==> config.mk <==
export PLATFORM = sky130hd
export DESIGN_NAME = inject_scheduler_49
export DESIGN_NICKNAME = d
export VERILOG_FILES = /design/src/rtl/noc_inject_pkg.sv /design/src/rtl/onehot_dec.sv /design/src/rtl/inject_scheduler_49.sv
export SDC_FILE = /design/constraint.sdc
export NUM_CORES = 1
export LEC_CHECK = 0
export ABC_AREA = 1
export BUFFER_PORTS_ARGS = -buffer_cell sky130_fd_sc_hd__buf_2
export CAP_MARGIN = 10
export CORE_ASPECT_RATIO = 0.5
export CORE_MARGIN = 2
export CORE_UTILIZATION = 47
export DETAILED_ROUTE_END_ITERATION = 10
export GPL_TIMING_DRIVEN = 0
export HOLD_SLACK_MARGIN = 0.08
export PLACE_DENSITY = 0.83
export SYNTH_ARGS = -nofsm -noshare
export SYNTH_HDL_FRONTEND = slang
export SYNTH_SLANG_ARGS = --single-unit
==> constraint.sdc <==
create_clock -name clk -period 2.5 [get_ports clk]
set_clock_uncertainty 0.1 [all_clocks]
set_input_delay 0.5 -clock clk [delete_from_list [all_inputs] [get_ports clk]]
set_output_delay 0.5 -clock clk [all_outputs]
set_load 0.03 [all_outputs]
==> src/rtl/noc_inject_pkg.sv <==
// Shared sizing constants and FSM state encoding for the packet injection scheduler.
package noc_inject_pkg;

    localparam int NODES = 49;
    localparam int PKT_W = 13;
    localparam int IDX_W = 6;
    localparam int TMO   = 255;
    localparam int CNT_W = 8;

    typedef enum logic [2:0] {
        ST_IDLE = 3'd0,
        ST_LOAD = 3'd1,
        ST_SEND = 3'd2,
        ST_GAP  = 3'd3,
        ST_DONE = 3'd4
    } state_t;

endpackage

==> src/rtl/onehot_dec.sv <==
// Router index to one-hot valid decoder; all outputs low when not enabled.
module onehot_dec #(
    parameter int IDX_W = noc_inject_pkg::IDX_W,
    parameter int NODES = noc_inject_pkg::NODES
) (
    input  logic             en,
    input  logic [IDX_W-1:0] idx,
    output logic [NODES-1:0] onehot
);

    // NOTE: every bit is assigned on every pass, so no latch is inferred.
    always_comb begin
        for (int i = 0; i < NODES; i++) begin
            onehot[i] = en && (idx == IDX_W'(i));
        end
    end

endmodule

==> src/rtl/inject_scheduler_49.sv <==
// Injects one packet, or a sweep of one packet per router, into the NoC with ack timeout.
module inject_scheduler_49 #(
    parameter int NODES = noc_inject_pkg::NODES,
    parameter int PKT_W = noc_inject_pkg::PKT_W,
    parameter int IDX_W = noc_inject_pkg::IDX_W,
    parameter int TMO   = noc_inject_pkg::TMO
) (
    input  logic             clk,
    input  logic             rst,
    input  logic             start,
    input  logic             mode,
    input  logic [IDX_W-1:0] cfg_router,
    input  logic [PKT_W-2:0] cfg_data,
    input  logic [NODES-1:0] pkt_ack,
    output logic [PKT_W-1:0] pkt_out,
    output logic [NODES-1:0] pkt_valid,
    output logic [IDX_W-1:0] cur_router,
    output logic             busy,
    output logic             done,
    output logic             err_tmo,
    output logic             err_cfg
);

    import noc_inject_pkg::*;

    localparam logic [IDX_W-1:0] LAST_IDX = IDX_W'(NODES - 1);
    localparam logic [CNT_W:0]   TMO_LIM  = (CNT_W + 1)'(TMO);

    state_t           state_q, state_d;
    logic [IDX_W-1:0] idx_q, idx_d;
    logic [IDX_W-1:0] start_idx_q, start_idx_d;
    logic [PKT_W-2:0] data_q, data_d;
    logic             mode_q, mode_d;
    logic [CNT_W-1:0] cnt_q, cnt_d;
    logic             err_tmo_q, err_tmo_d;
    logic             err_cfg_q, err_cfg_d;

    logic             cfg_ok;
    logic             ack_hit;
    logic             tmo_hit;
    logic             send_en;
    logic [IDX_W-1:0] idx_inc;

    assign cfg_ok  = (cfg_router <= LAST_IDX);
    // Only the ack bit of the router currently being driven can match a valid bit.
    assign ack_hit = |(pkt_ack & pkt_valid);
    assign tmo_hit = (({1'b0, cnt_q} + (CNT_W + 1)'(1)) == TMO_LIM);
    assign idx_inc = (idx_q == LAST_IDX) ? '0 : idx_q + 1'b1;

    // NOTE: sequential state uses non-blocking assignments only; reset is asynchronous.
    always_ff @(posedge clk or posedge rst) begin
        if (rst) begin
            state_q <= ST_IDLE;
        end else begin
            state_q <= state_d;
        end
    end

    always_comb begin
        state_d = state_q;
        case (state_q)
            ST_IDLE: if (start && cfg_ok) state_d = ST_LOAD;
            ST_LOAD: state_d = ST_SEND;
            ST_SEND: if (ack_hit || tmo_hit) state_d = mode_q ? ST_GAP : ST_DONE;
            ST_GAP:  state_d = (idx_inc == start_idx_q) ? ST_DONE : ST_LOAD;
            ST_DONE: state_d = ST_IDLE;
            default: state_d = ST_IDLE;
        endcase
    end

    always_ff @(posedge clk or posedge rst) begin
        if (rst) begin
            idx_q       <= '0;
            start_idx_q <= '0;
            data_q      <= '0;
            mode_q      <= 1'b0;
            cnt_q       <= '0;
            err_tmo_q   <= 1'b0;
            err_cfg_q   <= 1'b0;
        end else begin
            idx_q       <= idx_d;
            start_idx_q <= start_idx_d;
            data_q      <= data_d;
            mode_q      <= mode_d;
            cnt_q       <= cnt_d;
            err_tmo_q   <= err_tmo_d;
            err_cfg_q   <= err_cfg_d;
        end
    end

    always_comb begin
        idx_d       = idx_q;
        start_idx_d = start_idx_q;
        data_d      = data_q;
        mode_d      = mode_q;
        cnt_d       = cnt_q;
        err_tmo_d   = err_tmo_q;
        err_cfg_d   = err_cfg_q;
        case (state_q)
            ST_IDLE: begin
                if (start && cfg_ok) begin
                    idx_d       = cfg_router;
                    start_idx_d = cfg_router;
                    data_d      = cfg_data;
                    mode_d      = mode;
                    err_tmo_d   = 1'b0;
                    err_cfg_d   = 1'b0;
                end else if (start) begin
                    err_cfg_d = 1'b1;
                end
            end
            ST_LOAD: cnt_d = '0;
            ST_SEND: begin
                // An ack on the final timeout cycle takes priority over the error.
                if (!ack_hit) begin
                    cnt_d = cnt_q + 1'b1;
                    if (tmo_hit) err_tmo_d = 1'b1;
                end
            end
            ST_GAP:  idx_d = idx_inc;
            default: ;
        endcase
    end

    always_comb begin
        send_en = (state_q == ST_SEND);
        busy    = (state_q != ST_IDLE);
        done    = (state_q == ST_DONE);
        pkt_out = ((state_q == ST_LOAD) || send_en) ? {1'b1, data_q} : '0;
    end

    assign cur_router = idx_q;
    assign err_tmo    = err_tmo_q;
    assign err_cfg    = err_cfg_q;

    onehot_dec #(
        .IDX_W (IDX_W),
        .NODES (NODES)
    ) u_dec (
        .en     (send_en),
        .idx    (idx_q),
        .onehot (pkt_valid)
    );

endmodule

# ---- Yosys cells after proc, flatten, opt, wreduce, memory -nomap -nowiden
# Cells that the tools add are included.
dict set report word_totals {
  regBits 38
  word_cells 154
}
dict set report classes {
  eq_ne 58
  n_lt_le_gt_ge 1
  addsub 3
  n_mux 17
  n_bitwise 1
  n_reduce_logical 66
}
# cell count
set op_table {}
lappend op_table {{$eq A6 B6 Y1 const B} 17}
lappend op_table {{$eq A6 B5 Y1 const B} 16}
lappend op_table {{$logic_and A1 B1 Y1} 50}
lappend op_table {{$and A49 B49 Y49} 1}
lappend op_table {{$reduce_or A49 Y1} 1}
lappend op_table {{$eq A6 B4 Y1 const B} 8}
lappend op_table {{$eq A6 B3 Y1 const B} 4}
lappend op_table {{$pmux W8 S2} 1}
lappend op_table {{$mux W13} 1}
lappend op_table {{$eq A6 B2 Y1 const B} 2}
lappend op_table {{$mux W3} 4}
lappend op_table {{$mux W6} 2}
lappend op_table {{$pmux W3 S4} 1}
lappend op_table {{$pmux W6 S2} 1}
lappend op_table {{$reduce_and A2 Y1} 5}
lappend op_table {{$add A8 B1 Y9 const B} 1}
lappend op_table {{$eq A9 B8 Y1 const B} 1}
lappend op_table {{$add A8 B1 Y8 const B} 1}
lappend op_table {{$mux W8} 1}
lappend op_table {{$ne A2 B2 Y1 const B} 4}
lappend op_table {{$reduce_bool A2 Y1} 4}
lappend op_table {{$add A6 B1 Y6 const B} 1}
lappend op_table {{$eq A3 B2 Y1 const B} 2}
lappend op_table {{$eq A6 B1 Y1 const B} 1}
lappend op_table {{11 further kinds} 16}

# ---- Depth between registers and ports, before layout
dict set report logic_depth {
  word_depth 7
  mapped_depth 15
  depth_no_buf 15
}

# ---- Hierarchy
# From an unflattened synthesis, not the netlist that was laid out.
dict set report unflattened {
  hier_cells 459
  hier_area_um2 2937.8
}
# mod area_per_inst_um2 seq_area_each_um2 cells_each n_inst
set modules_own_cells {}
lappend modules_own_cells {inject_scheduler_49 2591.2 950.9 371 1}
lappend modules_own_cells {onehot_dec 346.6 0.0 88 1}

# ---- Least setup slack after synthesis
# OpenSTA, ideal clock, no wires.
dict set report synth_timing {
  path_type {register -> output}
  startpoint {register idx_q[4], in the netlist cur_router[4]}
  endpoint {output port pkt_valid[10]}
  t_arrival_ps 1816
  n_path_buf 2
  path_stages_with_launch 8
  path_slack_ps 84
  path_cell_list {dfrtp_1 inv_2 nand2_2 nor2_4 buf_6 inv_1 clkbuf_1 nor2_1}
}
dict set report synth_via {
  elab_chain_cells 2
}
# item line
set synth_rtl {}
lappend synth_rtl {{start: declaration} inject_scheduler_49.sv:30} ;# logic [IDX_W-1:0] idx_q, idx_d;
lappend synth_rtl {{start signal: assignment} inject_scheduler_49.sv:81} ;# idx_q <= idx_d;
lappend synth_rtl {{$eq A6 B4 Y1} onehot_dec.sv:14} ;# onehot[i] = en && (idx == IDX_W'(i));
lappend synth_rtl {{$logic_and A1 B1 Y1} onehot_dec.sv:14}
lappend synth_rtl {{end: declaration} inject_scheduler_49.sv:16} ;# output logic [NODES-1:0] pkt_valid,
# No other way between the ends.

# ---- Worst setup path after layout
dict set report layout_timing {
  startpoint {register state_q[0]}
  endpoint {output port pkt_valid[30]}
}
dict set report layout_via {
  elab_chain_cells 2
}
# item line
set layout_rtl {}
lappend layout_rtl {{start: declaration} inject_scheduler_49.sv:29} ;# state_t state_q, state_d;
lappend layout_rtl {{start signal: assignment} inject_scheduler_49.sv:55} ;# state_q <= state_d;
lappend layout_rtl {{$eq A3 B2 Y1} inject_scheduler_49.sv:126} ;# send_en = (state_q == ST_SEND);
lappend layout_rtl {{$logic_and A1 B1 Y1} onehot_dec.sv:14}
# No other way between the ends.

==> impl_metrics.yaml <==
run_status:
  status: "complete, no violations"
synth:
  async_flop_share: 1.00
  syn_inst: 482
  synth.distinct_cells: 31
  synth_area_per_cell_sq_um: 6.31
  ys_ff_latch: 38
  yosys_warnings: 0
  ys_seq_area_frac: 0.313
  synth_edf_count: 0
  synth_flop_cell: "dfrtp_1"
  netlist_area_sq_um: 3040
  syn_nets: 559
sta:
  period_needed_ns: 2.46
  max_slew_margin: 0.484
  hold_ws_ns: 0.255
  setup_viol: 0
  rsz0062_at_grt: "yes"
  fin_crit_sh: 0.984
  max_freq_ghz: 0.407
  worst_slew_pin_slew_ns: 0.773
  setup_tns_ns: 0
  drv_slew: 0
  hold_viol: 0
die:
  die_x_um: 118
  initial_core_util: 0.494
  placementRows: 20
  coreArea_sq_um: 6160
  die_y_um: 60.9
  dieArea_sq_um: 7170
  io_pins: 143
setup_path:
  worstSetupPathType: "flip-flop to output pin"
  path_max_fanout: 10
  reg2reg_slack_ns: 0.19
  crit_path_end_kind: "output pin"
  cp.arrival_ns: 1.86
  cp-start-kind: "flip-flop"
  r2r-end: "cnt_q[4]"
  r2r-start: "cur_router[0]"
  worstRegToRegCells: 15
  cp.required_ns: 1.90
cells_and_area:
  n_antenna_cell: 0
  syn2layout_area_growth_pct: 40.3
  final_cell_mix: "buf_2, nand2_1, nor2_1, nand3_1, inv_1"
  layout_commonest_cell: "buf_2"
  multi_input_comb_area_sq_um: 1780
  fillers: 566
  fin_nets: 719
  regArea_sq_um: 955
  final_cells: 731
  drive_gt1_frac: 0.336
  final_util: 0.693
power_and_ir_drop:
  leakage_nw: 2.39
  p_per_area_nw_per_um2: 1110
  finalPower_mw: 4.76
  ir_worst_vdd_uv: 605
global_routing:
  grt_usage: 0.267
  antenna_found_initial: 0
  met3_usage: 0.0498
  busiest_layer: "met2"
  grt.met2_usage: 0.490
  grt_pass1_vias: 3276
  grt_first_pass_wirelength_mm: 15.1
  grt_max_degree: 39
  grt_use_met1: 0.332
  grt_remaining_overflow: 0
drt:
  remaining_drc_errors: 0
  vias: 3782
  drtPass1Iterations: 5
  route.antenna.remaining_nets: 0
  post_drt_wl_per_cell_um: 13.6
  viasPerCell: 5.17
  drt_iter0_drc: 391
  wl_mm: 9.96
clock_tree:
  cts_tree: "yes"
  clock_sinks: 38
  htreeDepth: 2
  path_clk_slew_ns: 0.06
  clk_path_buf_depth: 2
  clock_latency_ns: 0.28
  cts_buffers: 5
  root_buffer: "clkbuf_16"
flow_run:
  cap_violations: 0
placed_design:
  dpl.hpwl_mm: 7.37
  place.gp.congestion: 0.957
  placed_cells: 712
  io_buffers: 142
worst_hold_path:
  min_path_type: "input port to asynchronous set/reset pin"
## layout make-up
class,count,share of cell area
Multi-Input combinational cell,357,0.418
Buffer,15,0.0249
Clock inverter,2,0.0141
Tap cell,88,0.0258
Clock buffer,6,0.0326
Sequential cell,38,0.224
Inverter,71,0.0651
Timing Repair Buffer,154,0.196
## state kept, by name (all words and copies together) (netlist names)
name / flops
start_idx_q: 6
data_q: 12
mode_q: 1
cnt_q: 8
cur_router: 6
err_tmo: 1
err_cfg: 1
state_q: 3
## layer usage
layer	vias to the layer above	routed length [um]
met5	-	0
met4	0	184
met3	25	778
met2	186	4910
met1	1742	4090
li1	1829	-
## critical path, stage by stage (launching register included)
cell,delay [ns]
dfrtp_1,0.40
nor2_2,0.17
nand2_4,0.12
nor2_4,0.14
buf_6,0.15
clkinvlp_4,0.12
buf_4,0.19
nor2_1,0.11
buf_4,0.18
## stage by stage
| stage | worst slack, ns | area (sq um) |
|---|---|---|
| after global placement | 0.109 | 3860 |
| after CTS | 0.000505 | 4120 |
| after floorplan | 0.0845 | 3040 |
| after detailed placement | 0.0881 | 3860 |
| after global routing | -0.0568 | 4270 |
| final | 0.0412 | 4270 |
## worst max-delay path by stage
stage	from	slack (ns)	to
3_3_place_gp	cur_router[4]	0.11	pkt_valid[12]
4_1_cts	state_q[2]	0.0005	pkt_valid[22]
6_report	state_q[0]	0.04	pkt_valid[30]
5_1_grt	cur_router[1]	-0.06	pkt_valid[37]
3_5_place_dp	cur_router[4]	0.09	pkt_valid[15]
2_1_floorplan	cur_router[4]	0.08	pkt_valid[10]
## cell families after synthesis
| family | after synthesis | synth area share |
|---|---|---|
| and+or+nand+nor | 309 | 0.449 |
| xor gates and xnor gates | 10 | 0.0288 |
| AOI/OAI and AO/OA | 32 | 0.0642 |
| buffers and inverters | 87 | 0.120 |
| DFF | 38 | 0.313 |
| adders and majority gates | 6 | 0.0247 |
## report_power, final
group | switching [mW] | internal (mW) | leakage, nW
Clock | 0.247 | 0.599 | 0.0971
Sequential | 0.181 | 0.864 | 0.480
Combinational | 1.99 | 0.877 | 1.82
## cell usage after synthesis (4+ instances only)
cell type,n,area (sq um)
inv_2,4,15.0
nor2_1,110,413
dfrtp_1,38,951
nor3_1,5,25.0
ha_1,6,75.1
xor2_1,7,61.3
nand3_1,69,345
clkbuf_1,8,30.0
o21ai_0,22,110
o221ai_1,5,43.8
inv_1,66,248
nand2_1,105,394
buf_6,4,45.0
## repair_timing
item | in CTS | in global routing
hold buffers | 0 | 0
setup buffers | 2 | 10
hold endpoints to repair | 0 | 0
setup endpoints to repair | 25 | 66
pin swaps | 1 | 3
gates resized for setup | 19 | 34
gates cloned | 0 | 0
Note: power is estimated with default switching activity, not from simulation.
